## config.mk

```make
export PLATFORM = sky130hd
export DESIGN_NAME = stream_select_mux_flat
export DESIGN_NICKNAME = d
export VERILOG_FILES = /design/src/rtl/stream_select_mux_if.sv /design/src/rtl/stream_select_mux.sv /design/src/flat_wrapper.sv
export SDC_FILE = /design/constraint.sdc
export NUM_CORES = 1
export LEC_CHECK = 0
export ABC_AREA = 1
export CORE_AREA = 2 2 146 148
export DETAILED_ROUTE_END_ITERATION = 6
export DIE_AREA = 0 0 148 150
export GPL_ROUTABILITY_DRIVEN = 0
export PLACE_DENSITY = 0.81
export SYNTH_ARGS = -nofsm -noshare
export SYNTH_HDL_FRONTEND = slang
export SYNTH_SLANG_ARGS = --single-unit
```

## constraint.sdc

```tcl
create_clock -name clk -period 2.8 [get_ports clk]
set_input_delay 0.28 -clock clk [delete_from_list [all_inputs] [get_ports clk]]
set_output_delay 0.28 -clock clk [all_outputs]
set_load 0.05 [all_outputs]
```

## src/rtl/stream_select_mux_if.sv

```systemverilog
`default_nettype none
// ============================================================================
// Module   : stream_select_mux_if
// Purpose  : Select, input-lane and output stream signals of stream_select_mux.
// Revision : 1.0
// ============================================================================
interface stream_select_mux_if #(
    parameter int NUM_SELECT = 4,
    parameter int DATA_WIDTH = 64
);
    localparam int SELECT_WIDTH = $clog2(NUM_SELECT);

    logic                             sel_valid;
    logic                             sel_ready;
    logic [SELECT_WIDTH-1:0]          sel_data;
    logic [NUM_SELECT-1:0]            in_valid;
    logic [NUM_SELECT-1:0]            in_ready;
    logic [NUM_SELECT*DATA_WIDTH-1:0] in_data;
    logic [NUM_SELECT-1:0]            in_last;
    logic                             out_valid;
    logic                             out_ready;
    logic [DATA_WIDTH-1:0]            out_data;
    logic                             out_last;

    modport master (
        output sel_valid, sel_data, in_valid, in_data, in_last, out_ready,
        input  sel_ready, in_ready, out_valid, out_data, out_last
    );

    modport slave (
        input  sel_valid, sel_data, in_valid, in_data, in_last, out_ready,
        output sel_ready, in_ready, out_valid, out_data, out_last
    );
endinterface
`default_nettype wire

```

## src/rtl/stream_select_mux.sv

```systemverilog
`default_nettype none
// ============================================================================
// Module   : stream_select_mux
// Purpose  : Packet-granular N:1 stream mux; one select word forwards one
//            packet through a single registered output stage.
// Revision : 1.0
// ============================================================================
module stream_select_mux #(
    parameter int NUM_SELECT = 4,
    parameter int DATA_WIDTH = 64
) (
    input  wire logic                clk,
    input  wire logic                rst,
    stream_select_mux_if.slave       bus,
    output logic [31:0]              pkt_count,
    output logic                     sel_err
);
    localparam int SELECT_WIDTH = $clog2(NUM_SELECT);
    localparam logic [SELECT_WIDTH:0] c_NUM_SELECT = (SELECT_WIDTH+1)'(NUM_SELECT);

    typedef enum logic [0:0] {
        S_IDLE   = 1'b0,
        S_STREAM = 1'b1
    } state_t;

    state_t                  r_state;
    state_t                  w_state_next;
    logic [SELECT_WIDTH-1:0] r_cur_sel;
    logic                    r_out_valid;
    logic [DATA_WIDTH-1:0]   r_out_data;
    logic                    r_out_last;
    logic [31:0]             r_pkt_count;
    logic                    r_sel_err;

    logic                    w_out_free;
    logic                    w_sel_in_range;
    logic                    w_sel_ready;
    logic [NUM_SELECT-1:0]   w_in_ready;
    logic                    w_sel_take;
    logic                    w_sel_bad;
    logic                    w_beat;
    logic [DATA_WIDTH-1:0]   w_lane_data [NUM_SELECT];

    generate
        for (genvar g = 0; g < NUM_SELECT; g++) begin : g_lane
            assign w_lane_data[g] = bus.in_data[g*DATA_WIDTH +: DATA_WIDTH];
        end
    endgenerate

    // Output stage can take a beat when empty or draining this cycle.
    assign w_out_free     = !r_out_valid || bus.out_ready;
    assign w_sel_in_range = ({1'b0, bus.sel_data} < c_NUM_SELECT);

    always_comb begin
        w_state_next = r_state;
        w_sel_ready  = 1'b0;
        w_in_ready   = '0;
        w_sel_take   = 1'b0;
        w_sel_bad    = 1'b0;
        w_beat       = 1'b0;
        case (r_state)
            S_IDLE: begin
                w_sel_ready = 1'b1;
                if (bus.sel_valid) begin
                    if (w_sel_in_range) begin
                        w_sel_take   = 1'b1;
                        w_state_next = S_STREAM;
                    end else begin
                        w_sel_bad = 1'b1;
                    end
                end
            end
            S_STREAM: begin
                w_in_ready[r_cur_sel] = w_out_free;
                w_beat                = bus.in_valid[r_cur_sel] && w_out_free;
                if (w_beat && bus.in_last[r_cur_sel]) begin
                    w_state_next = S_IDLE;
                end
            end
            default: w_state_next = S_IDLE;
        endcase
    end

    always_ff @(posedge clk or posedge rst) begin
        if (rst) begin
            r_state     <= S_IDLE;
            r_cur_sel   <= '0;
            r_out_valid <= 1'b0;
            r_out_data  <= '0;
            r_out_last  <= 1'b0;
            r_pkt_count <= 32'd0;
            r_sel_err   <= 1'b0;
        end else begin
            r_state <= w_state_next;
            if (w_sel_take) begin
                r_cur_sel <= bus.sel_data;
            end
            if (w_sel_bad) begin
                r_sel_err <= 1'b1;
            end
            // A reload takes priority over the drain so valid stays high.
            if (w_beat) begin
                r_out_valid <= 1'b1;
                r_out_data  <= w_lane_data[r_cur_sel];
                r_out_last  <= bus.in_last[r_cur_sel];
            end else if (bus.out_ready) begin
                r_out_valid <= 1'b0;
            end
            if (r_out_valid && bus.out_ready && r_out_last) begin
                r_pkt_count <= r_pkt_count + 32'd1;
            end
        end
    end

    assign bus.sel_ready = w_sel_ready;
    assign bus.in_ready  = w_in_ready;
    assign bus.out_valid = r_out_valid;
    assign bus.out_data  = r_out_data;
    assign bus.out_last  = r_out_last;
    assign pkt_count     = r_pkt_count;
    assign sel_err       = r_sel_err;
endmodule
`default_nettype wire
```

## src/flat_wrapper.sv

```systemverilog
// flat-port wrapper written by rule: the top's interface ports become plain ports
module stream_select_mux_flat 
#(
    parameter int NUM_SELECT = 4,
    parameter int DATA_WIDTH = 64
)
  (clk, rst, pkt_count, sel_err, bus_sel_valid, bus_sel_data, bus_in_valid, bus_in_data, bus_in_last, bus_out_ready, bus_sel_ready, bus_in_ready, bus_out_valid, bus_out_data, bus_out_last);
  stream_select_mux_if #(.NUM_SELECT(NUM_SELECT), .DATA_WIDTH(DATA_WIDTH)) bus_i ();
  input  wire logic clk;
  input  wire logic rst;
  output logic [31:0] pkt_count;
  output logic sel_err;
  input wire logic [$bits(bus_i.sel_valid)-1:0] bus_sel_valid;
  input wire logic [$bits(bus_i.sel_data)-1:0] bus_sel_data;
  input wire logic [$bits(bus_i.in_valid)-1:0] bus_in_valid;
  input wire logic [$bits(bus_i.in_data)-1:0] bus_in_data;
  input wire logic [$bits(bus_i.in_last)-1:0] bus_in_last;
  input wire logic [$bits(bus_i.out_ready)-1:0] bus_out_ready;
  output wire logic [$bits(bus_i.sel_ready)-1:0] bus_sel_ready;
  output wire logic [$bits(bus_i.in_ready)-1:0] bus_in_ready;
  output wire logic [$bits(bus_i.out_valid)-1:0] bus_out_valid;
  output wire logic [$bits(bus_i.out_data)-1:0] bus_out_data;
  output wire logic [$bits(bus_i.out_last)-1:0] bus_out_last;
  assign bus_i.sel_valid = bus_sel_valid;
  assign bus_i.sel_data = bus_sel_data;
  assign bus_i.in_valid = bus_in_valid;
  assign bus_i.in_data = bus_in_data;
  assign bus_i.in_last = bus_in_last;
  assign bus_i.out_ready = bus_out_ready;
  assign bus_sel_ready = bus_i.sel_ready;
  assign bus_in_ready = bus_i.in_ready;
  assign bus_out_valid = bus_i.out_valid;
  assign bus_out_data = bus_i.out_data;
  assign bus_out_last = bus_i.out_last;
  stream_select_mux #(.NUM_SELECT(NUM_SELECT), .DATA_WIDTH(DATA_WIDTH)) u_core (.clk(clk), .rst(rst), .bus(bus_i), .pkt_count(pkt_count), .sel_err(sel_err));
endmodule
```

== After elaboration in Yosys (flattened, before gate mapping) ==
Cells that the tools add are included.
W data, S select, Z words.

* Bits in latches: 0
* Word-level logic and storage cells: 39
* Memories: 0
* Output and inout port bits: 104
* Bits in registers: 101
* Memory bits (read-only): 0
* Memory bits (writable): 0

* Bitwise gates (word level): 3
* $add $sub $neg: 1
* Equal/unequal tests: 0
* $mul: 0
* Shift-type cells: 0
* Mux-type cells: 18
* Order comparisons: 3
* Divide/modulo/power cells: 0
* Reduce and logical (&&, ||, !) cells: 8

{| class="wikitable"
|+ Operators with widths
! cell !! number
|-
| $bmux W64 S2 || 1
|-
| $mux W64 || 2
|-
| $add A32 B1 Y32 const B || 1
|-
| $mux W1 || 10
|-
| $logic_and A1 B1 Y1 || 5
|-
| $and A4 B4 Y4 || 1
|-
| $bmux W1 S2 || 2
|-
| $mux W4 || 1
|-
| $ge A3 B3 Y1 const B || 1
|-
| $lt A2 B3 Y1 const B || 1
|-
| $not A2 Y3 || 1
|-
| $demux W1 S2 || 1
|-
| $ge A2 B1 Y1 const B || 1
|-
| $pmux W1 S2 || 1
|-
| $reduce_bool A2 Y1 || 1
|-
| $logic_not A1 Y1 || 1
|-
| $logic_or A1 B1 Y1 || 1
|-
| $not A1 Y1 || 1
|}

== Depth between registers and ports, before layout ==
Gate-level depths: netlist of run 1.

* Depth after elaboration: 6
* Mapped depth: 11
* Depth with buffers taken out: 8

== Least setup slack after synthesis of run 1 ==
No wires, ideal clock.

* Path kind: register to output
* Start point: reg u_core.r_out_valid (netlist: u_core.bus.out_valid)
* End point: out bus_in_ready[0]
* Arrival: 2.172 ns
* Setup slack: 0.348 ns
* Stages on the path, launching flop included: 7
* Data required time: 2.520 ns
* Path through: dfrtp_1 inv_1 nor2_1 nor2_2 buf_2 inv_1 nor3_1

* Cells in the longest elaborated chain, start to end: 4

{| class="wikitable"
|+ Ends and longest elaborated chain
! element !! RTL line !! RTL
|-
| start: declaration || stream_select_mux.sv:29 || <nowiki>logic r_out_valid;</nowiki>
|-
| start signal: assignment || stream_select_mux.sv:88 || <nowiki>r_out_valid <= 1'b0;</nowiki>
|-
| start signal: assignment || stream_select_mux.sv:103 || <nowiki>r_out_valid <= 1'b1;</nowiki>
|-
| start signal: assignment || stream_select_mux.sv:107 || <nowiki>r_out_valid <= 1'b0;</nowiki>
|-
| $logic_not A1 Y1 || stream_select_mux.sv:51 || <nowiki>assign w_out_free = !r_out_valid || bus.out_ready;</nowiki>
|-
| $logic_or A1 B1 Y1 || stream_select_mux.sv:51 ||
|-
| $and A4 B4 Y4 (no line) || n/a ||
|-
| $mux W4 || stream_select_mux.sv:61 || <nowiki>case (r_state)</nowiki>
|-
| end: declaration || flat_wrapper.sv:20 || <nowiki>output wire logic [$bits(bus_i.in_ready)-1:0] bus_in_ready;</nowiki>
|}

No other way between the ends.

== Final worst setup path of run 1 ==
* Start point: reg u_core.r_pkt_count[23] (netlist: u_core.pkt_count[23])
* End point: out pkt_count[23]

{| class="wikitable"
|+ RTL lines
! element !! RTL line !! RTL
|-
| start: declaration || stream_select_mux.sv:32 || <nowiki>logic [31:0] r_pkt_count;</nowiki>
|-
| start signal: assignment || stream_select_mux.sv:110 || <nowiki>r_pkt_count <= r_pkt_count + 32'd1;</nowiki>
|-
| end: declaration || flat_wrapper.sv:11 || <nowiki>output logic [31:0] pkt_count;</nowiki>
|}

No word-level cell between the ends.

==> results by group, run 1 <==
Placed design
  – Cell Area, Placed: 10110 sq um
  – Hpwl dp: approximately 20000 microns
  – Placed cells: 1519
  – Port bufs: 372

Pwr
  – Combinational fraction of design power: 0.647
  – Pwr dens: about 950 nW/um^2
  – Sw Ratio: 0.5236
  – Internal power: 4715 uW
  – Sequential share of power: 0.230
  – Leak: 0.004552 uW
  – VDD IR max: ~0.64 mV
  – NetSw: 5183 uW
  – Clock power share: 0.123

Timing
  – Post-layout min period: approximately 2.0 ns
  – Final hold vios: 0
  – Maximum clock frequency: 498.7 MHz
  – Final period utilization: 0.7161
  – Worst-Margin Slew: about 0.6 ns
  – Setup Viol. Count Final: 0
  – Final Max Tran Viols: 0
  – Relative slew margins: 0.5890
  – Post-Route Skew: 0.01030 ns
  – TNS Setup: 0 ns
  – RSZ-0062 raised after global routing: no

Floorplanning
  – Die Ht: 150 microns
  – Die area: 22200 sq um
  – Core Box Area: roughly 21000 sq um
  – Die W: 148 microns
  – Placement row count: between 50 and 60
  – I/O pin count: 374
  – Initial Util: 0.2948

Clocking
  – TritonCTS Buffers: 9
  – CTS tree: yes
  – Clock latency on the worst-skew pair: 0.35 ns
  – Post-CTS Setup Bufs: 0
  – Post-CTS Resized: 0
  – Hold Buf Count CTS: 0
  – CTS Sinks: 101
  – Root Driver: clkbuf_16
  – Bufs on Longest Clock Path: 2
  – H-tree depth: 3
  – Register clock-pin slew on the reported worst setup and hold paths: approximately 0.080 ns

Worst setup path
  – CP arrival: 1.73 ns
  – Worst r2r path cells: 7
  – Crit path kind: register to primary output
  – Critical-path cell list: clkdlybuf4s50_1
  – Crit Path Max Fanout: 7
  – R2r setup slk: approximately 0.85 ns
  – Crit. Startpoint: u_core.pkt_count[23]
  – CP startpoint kind: register
  – Critical path depth in cells: 1
  – Largest stage delay, worst path: 0.86 ns
  – Worst Path Required: 2.52 ns
  – Worst setup path endpoint: pkt_count[23]
  – Crit end category: primary output
  – R2r endpoint: u_core.bus.out_data[46]
  – CP max-delay cell: clkdlybuf4s50_1
  – Crit-path leading delay family: buffers and inverters
  – Crit path buf inv count: 1
  – Reg2reg start: u_core.r_cur_sel[0]

Global route
  – Initial antenna violation count: 1
  – Vias in the first global route: 7375
  – GR Overflow Total: 0
  – GRT Total Usage: 0.2216
  – Global-route wire length before repair: between 30000 and 40000 microns
  – Largest net degree at the start of global routing: 66

Synth
  – Area contributors post-synth: dfrtp_1 (41%), nand2_1 (30%), nand4_1 (7.3%), nand3_1 (6.2%), nor2_1 (2.9%)
  – Netlist Area Pre-Place: 6098 sq um
  – Cells after Synth: approximately 900
  – Post-Syn Nets: approximately 1.2k
  – Sequential element share of the synthesized area: 0.4144
  – Synth cell types: 25
  – Largest area contributor in the netlist: dfrtp_1
  – Syn. warnings: 0
  – Yosys reg bits: 101
  – Mean post-synth cell area: 6.701 sq um
  – Yosys top cell area share: 0.4144

Status
  – Status: finished clean

Final layout
  – Ratio of cells with drive above 1 in the final layout: 0.03651
  – Most frequent cells in the layout: nand2_1 (490), clkdlybuf4s50_1 (368), dfrtp_1 (101), nand3_1 (75), nand4_1 (71)
  – Final Non-Filler Cells: 1536
  – Synth-to-layout area growth: 70.37%
  – Layout Nets: 1526
  – Design Area, Final: 10390 sq um
  – Most common cell after layout, fill and taps aside: nand2_1

Drt
  – Remaining antenna violation count after routing: 0
  – Initial DRC count: 426
  – Avg WL per Cell: 16.23 microns
  – Routed wire length: 24920 microns
  – DRC Markers: 0
  – DR vias: 7433
  – Initial DRT Pass Iterations: 6
  – Vias per std cell: ~4.8

Job
  – Max Cap Viol: 0

Hold path
  – Type of the tightest min-delay check: input pin to async pin
how the worst min path moves through the flow:
stage	endpoint	cells past startpoint
6_report	u_core.bus.out_data[8]	2
5_1_grt	u_core.bus.out_data[8]	2
4_1_cts	u_core.bus.out_data[8]	2
3_5_place_dp	u_core.bus.out_data[26]	2
3_3_place_gp	u_core.bus.out_data[12]	2
2_1_floorplan	u_core.bus.out_valid	1
layout make-up:
class / count / area, sq um
Tap cell: 275 / 344.1
Clock inverter: 6 / 52.55
Multi-Input combinational cell: 733 / 3213
Clock buffer: 10 / 229.0
Inverter: 25 / 97.59
Fill cell: 2000 / 10300
Timing Repair Buffer: 385 / 3924
Antenna cell: 1 / 2.502
Sequential cell: 101 / 2527
state kept, by name, indices dropped and copies added (netlist names):
register and cells:
u_core.pkt_count 32, u_core.bus.out_last 1, u_core.r_state 1, u_core.bus.out_valid 1, u_core.bus.out_data 64, u_core.r_cur_sel 2
power groups by stage:
stage	clock network, uW	logic [uW]	registers [uW]
2_1_floorplan	0	2600	3820
3_3_place_gp	0	6400	2280
3_5_place_dp	0	6470	2300
4_1_cts	1250	6480	2280
5_1_grt	1320	6870	2340
6_report	1220	6400	2280
synth_stat cells, drive strengths merged:
library cell and instances:
nand2 491, dfrtp 101, nand3 76, nand4 71, nor2 54, buf 34, inv 25, clkbuf 17
nand3b 14, xor2 9, nor3 6, xnor2 4, a21oi 3, and2 1, conb 1, ha 1
o21ai 1, or2 1
cell families after synthesis:
group                      count (synthesis)  synth area share
other                                      1         0.0006149
AOI/OAI and AO/OA                          4          0.003281
DFF                                      101            0.4144
xor gates and xnor gates                  13           0.01867
buffers and inverters                     76           0.06073
adders and majority gates                  1          0.002051
and+or+nand+nor                          714            0.5002
routing by layer:
layer / vias to the layer above / GRT usage / wire, microns
li1: 3602 / - / -
met1: 3446 / 0.2661 / 10080
met2: 319 / 0.3782 / 11930
met3: 66 / 0.04848 / 1928
met4: 0 / 0.1048 / 988
met5: - / 0 / 0
stage by stage:
stage	total power (uW)	utilization	worst slack (ns)	hold WS, ns
global placement	8682	0.4884	0.8456	0.4604
global route	10540	0.5022	0.7142	0.4089
floorplan	6419	-	0.3476	0.3764
CTS	10010	0.5021	0.7697	0.3633
finish	9898	0.5022	0.7949	0.3474
detailed placement	8765	0.4884	0.7390	0.4646
Power figures use the tool's default switching activity.
==> run 2: changes to the inputs <==
Clock period 2.8 ns to 1.8 ns, I/O delays scaled along.
==> run 2 against run 1 <==
  * Sequential cell count unchanged
  * Sequential power up 56%
  * Design area up 1.8%
  * Worst setup slack worse by 0.74 ns
  * Power up 59%
  * Hold slack worse by 0.090 ns
  * Non-clock buffer count up 20
==> results by group, run 2 (synthesis results as in run 1) <==
Timing
  – TNS Setup: 0 ns
  – Post-Route Skew: 0.01052 ns
  – Final hold vios: 0
  – RSZ-0062 raised after global routing: no
  – Maximum clock frequency: 571.7 MHz
  – Setup Viol. Count Final: 0
  – Post-layout min period: 1.749 ns
  – Worst-Margin Slew: 0.5525 ns
  – Final Max Tran Viols: 0
  – Final period utilization: 0.9718
  – Relative slew margins: 0.6305

Status
  – Status: finished clean

Pwr
  – Tot Pwr: between 15000 and 20000 uW
  – Combinational fraction of design power: 0.656
  – Internal power: 7617 uW
  – VDD IR max: 1.145 mV
  – Leak: 0.004856 uW
  – NetSw: between 8000 and 9000 uW
  – Sequential share of power: 0.225
  – Clock power share: 0.119
  – Sw Ratio: 0.5175
  – Pwr dens: 1493 nW/um^2

Hold path
  – Type of the tightest min-delay check: input pin to async pin

Floorplanning
  – Die Ht: approximately 150 microns
  – I/O pin count: roughly 370
  – Placement row count: 53
  – Core Box Area: 20690 sq um
  – Initial Util: 0.2948
  – Die area: 22200 sq um
  – Die W: about 150 microns

Global route
  – Vias in the first global route: 7276
  – Grt peak-use layer: met2
  – Grt met3 use: 0.04421
  – Met1 usage: 0.2631
  – Initial antenna violation count: 1
  – GR Overflow Total: 0
  – Global-route wire length before repair: around 39000 microns
  – GRT Total Usage: 0.2216
  – Grt met2 use: 0.3845
  – Largest net degree at the start of global routing: 53

Clocking
  – Clock latency on the worst-skew pair: 0.35 ns
  – Root Driver: clkbuf_16
  – CTS tree: yes
  – H-tree depth: 3
  – TritonCTS Buffers: 9
  – CTS Sinks: around 100
  – Register clock-pin slew on the reported worst setup and hold paths: 0.07 ns
  – Bufs on Longest Clock Path: 2

Final layout
  – Layout Nets: 1546
  – Largest register FFs: 64
  – Most common cell after layout, fill and taps aside: nand2_1
  – Synth-to-layout area growth: 73.41%
  – Most frequent cells in the layout: nand2_1 (490), clkdlybuf4s50_1 (331), dfrtp_1 (98), nand3_1 (75), nand4_1 (71)
  – Fill count: 1965
  – Area of the multi-input gates: 3223 sq um
  – Register Area: 2531 sq um
  – Ratio of cells with drive above 1 in the final layout: 0.06719

Worst setup path
  – Crit-path leading delay family: buffers and inverters
  – Crit path kind: register to primary output
  – Crit path buf inv count: 1
  – Critical path depth in cells: 1
  – Largest stage delay, worst path: just over 0.8 ns
  – CP startpoint kind: register
  – Worst Path Required: 1.62 ns
  – Worst r2r path cells: 8
  – CP max-delay cell: clkdlybuf4s50_1
  – Critical-path cell list: clkdlybuf4s50_1
  – Crit Path Max Fanout: 2
  – Crit end category: primary output
  – CP arrival: 1.57 ns

Placed design
  – Hpwl dp: 19980 microns
  – Port bufs: between 300 and 400

Drt
  – Initial DRT Pass Iterations: 6
  – Vias per std cell: 4.841
  – Avg WL per Cell: 16.35 microns
  – Routed wire length: 25440 microns
  – DRC Markers: 0
  – DR vias: 7533
  – Initial DRC count: 555
  – Remaining antenna violation count after routing: 0

Job
  – Max Cap Viol: 0
[run 2: cell count changes in the layout (fill, tap and decap cells not counted), sizes merged]
cell	previous run	this run
buf	17	52
clkinvlp	3	2
inv	28	25
dlygate4sd2	0	18
dlymetal6s2s	0	4
clkbuf	10	11
clkinv	0	3
clkdlybuf4s50	368	331
[run 2: repair_timing]
| item | in CTS | in global routing |
|---|---|---|
| pin swaps | 1 | 0 |
| endpoints found under the setup margin | 19 | 7 |
| buffers inserted | 1 | 0 |
| gates resized for setup | 18 | 7 |
| hold buffers | 0 | 0 |
| endpoints found under the hold margin | 0 | 0 |
[run 2: worst paths after layout]
path                                          from                       to  slack (ns)
min reg2reg                u_core.bus.out_data[31]  u_core.bus.out_data[31]        0.48
min                                            rst      u_core.pkt_count[1]        0.26
min in group clk                   bus_sel_data[0]      u_core.r_cur_sel[0]        0.44
max in group asynchronous                      rst  u_core.bus.out_data[50]        1.24
max                        u_core.bus.out_data[17]         bus_out_data[17]        0.05
max reg2reg                    u_core.r_cur_sel[0]           u_core.r_state        0.12
[run 2: cell type report]
class | instances | share of cell area
Antenna cell | 1 | 0.0002366
Clock buffer | 11 | 0.02295
Clock inverter | 5 | 0.003313
Inverter | 25 | 0.009229
Multi-Input combinational cell | 733 | 0.3048
Sequential cell | 101 | 0.2394
Tap cell | 275 | 0.03254
Timing Repair Buffer | 405 | 0.3876
[run 2: routing by layer]
layer  vias to the layer above  part of all wire  wire [microns]
li1                       3653                 -               -
met1                      3436              0.40           10070
met2                       373              0.48           12210
met3                        71             0.084            2141
met4                         0             0.040            1020
met5                         -                 0               0
[run 2: power by group through the flow]
stage	registers (uW)	clock network [uW]	logic (uW)
3_3_place_gp	3540	0	10200
3_5_place_dp	3570	0	10300
2_1_floorplan	5950	0	4040
4_1_cts	3550	1930	10300
6_report	3550	1880	10400
5_1_grt	3630	2030	11000
[run 2: stage by stage]
stage                     hold WS (ns)    util  setup slack (ns)  std cells  instance area, sq um
after CTS                       0.2723  0.5100          0.002628       1555                 10550
after global routing            0.2949  0.5111        0.00009104       1556                 10580
after detailed placement        0.4646  0.4973           0.07954       1538                 10290
after floorplan                 0.2764       -           -0.5524        910                  6105
final                           0.2570  0.5111           0.05083       1556                 10580
after global placement          0.4622  0.4973           0.06158       1538                 10290
[run 2: worst register-to-register path, delay by kind of cell, from the launching register on]
kind                   cells  cell delay (ns)
and+or+nand+nor            5             0.62
DFF                        1             0.41
buffers and inverters      3             0.55
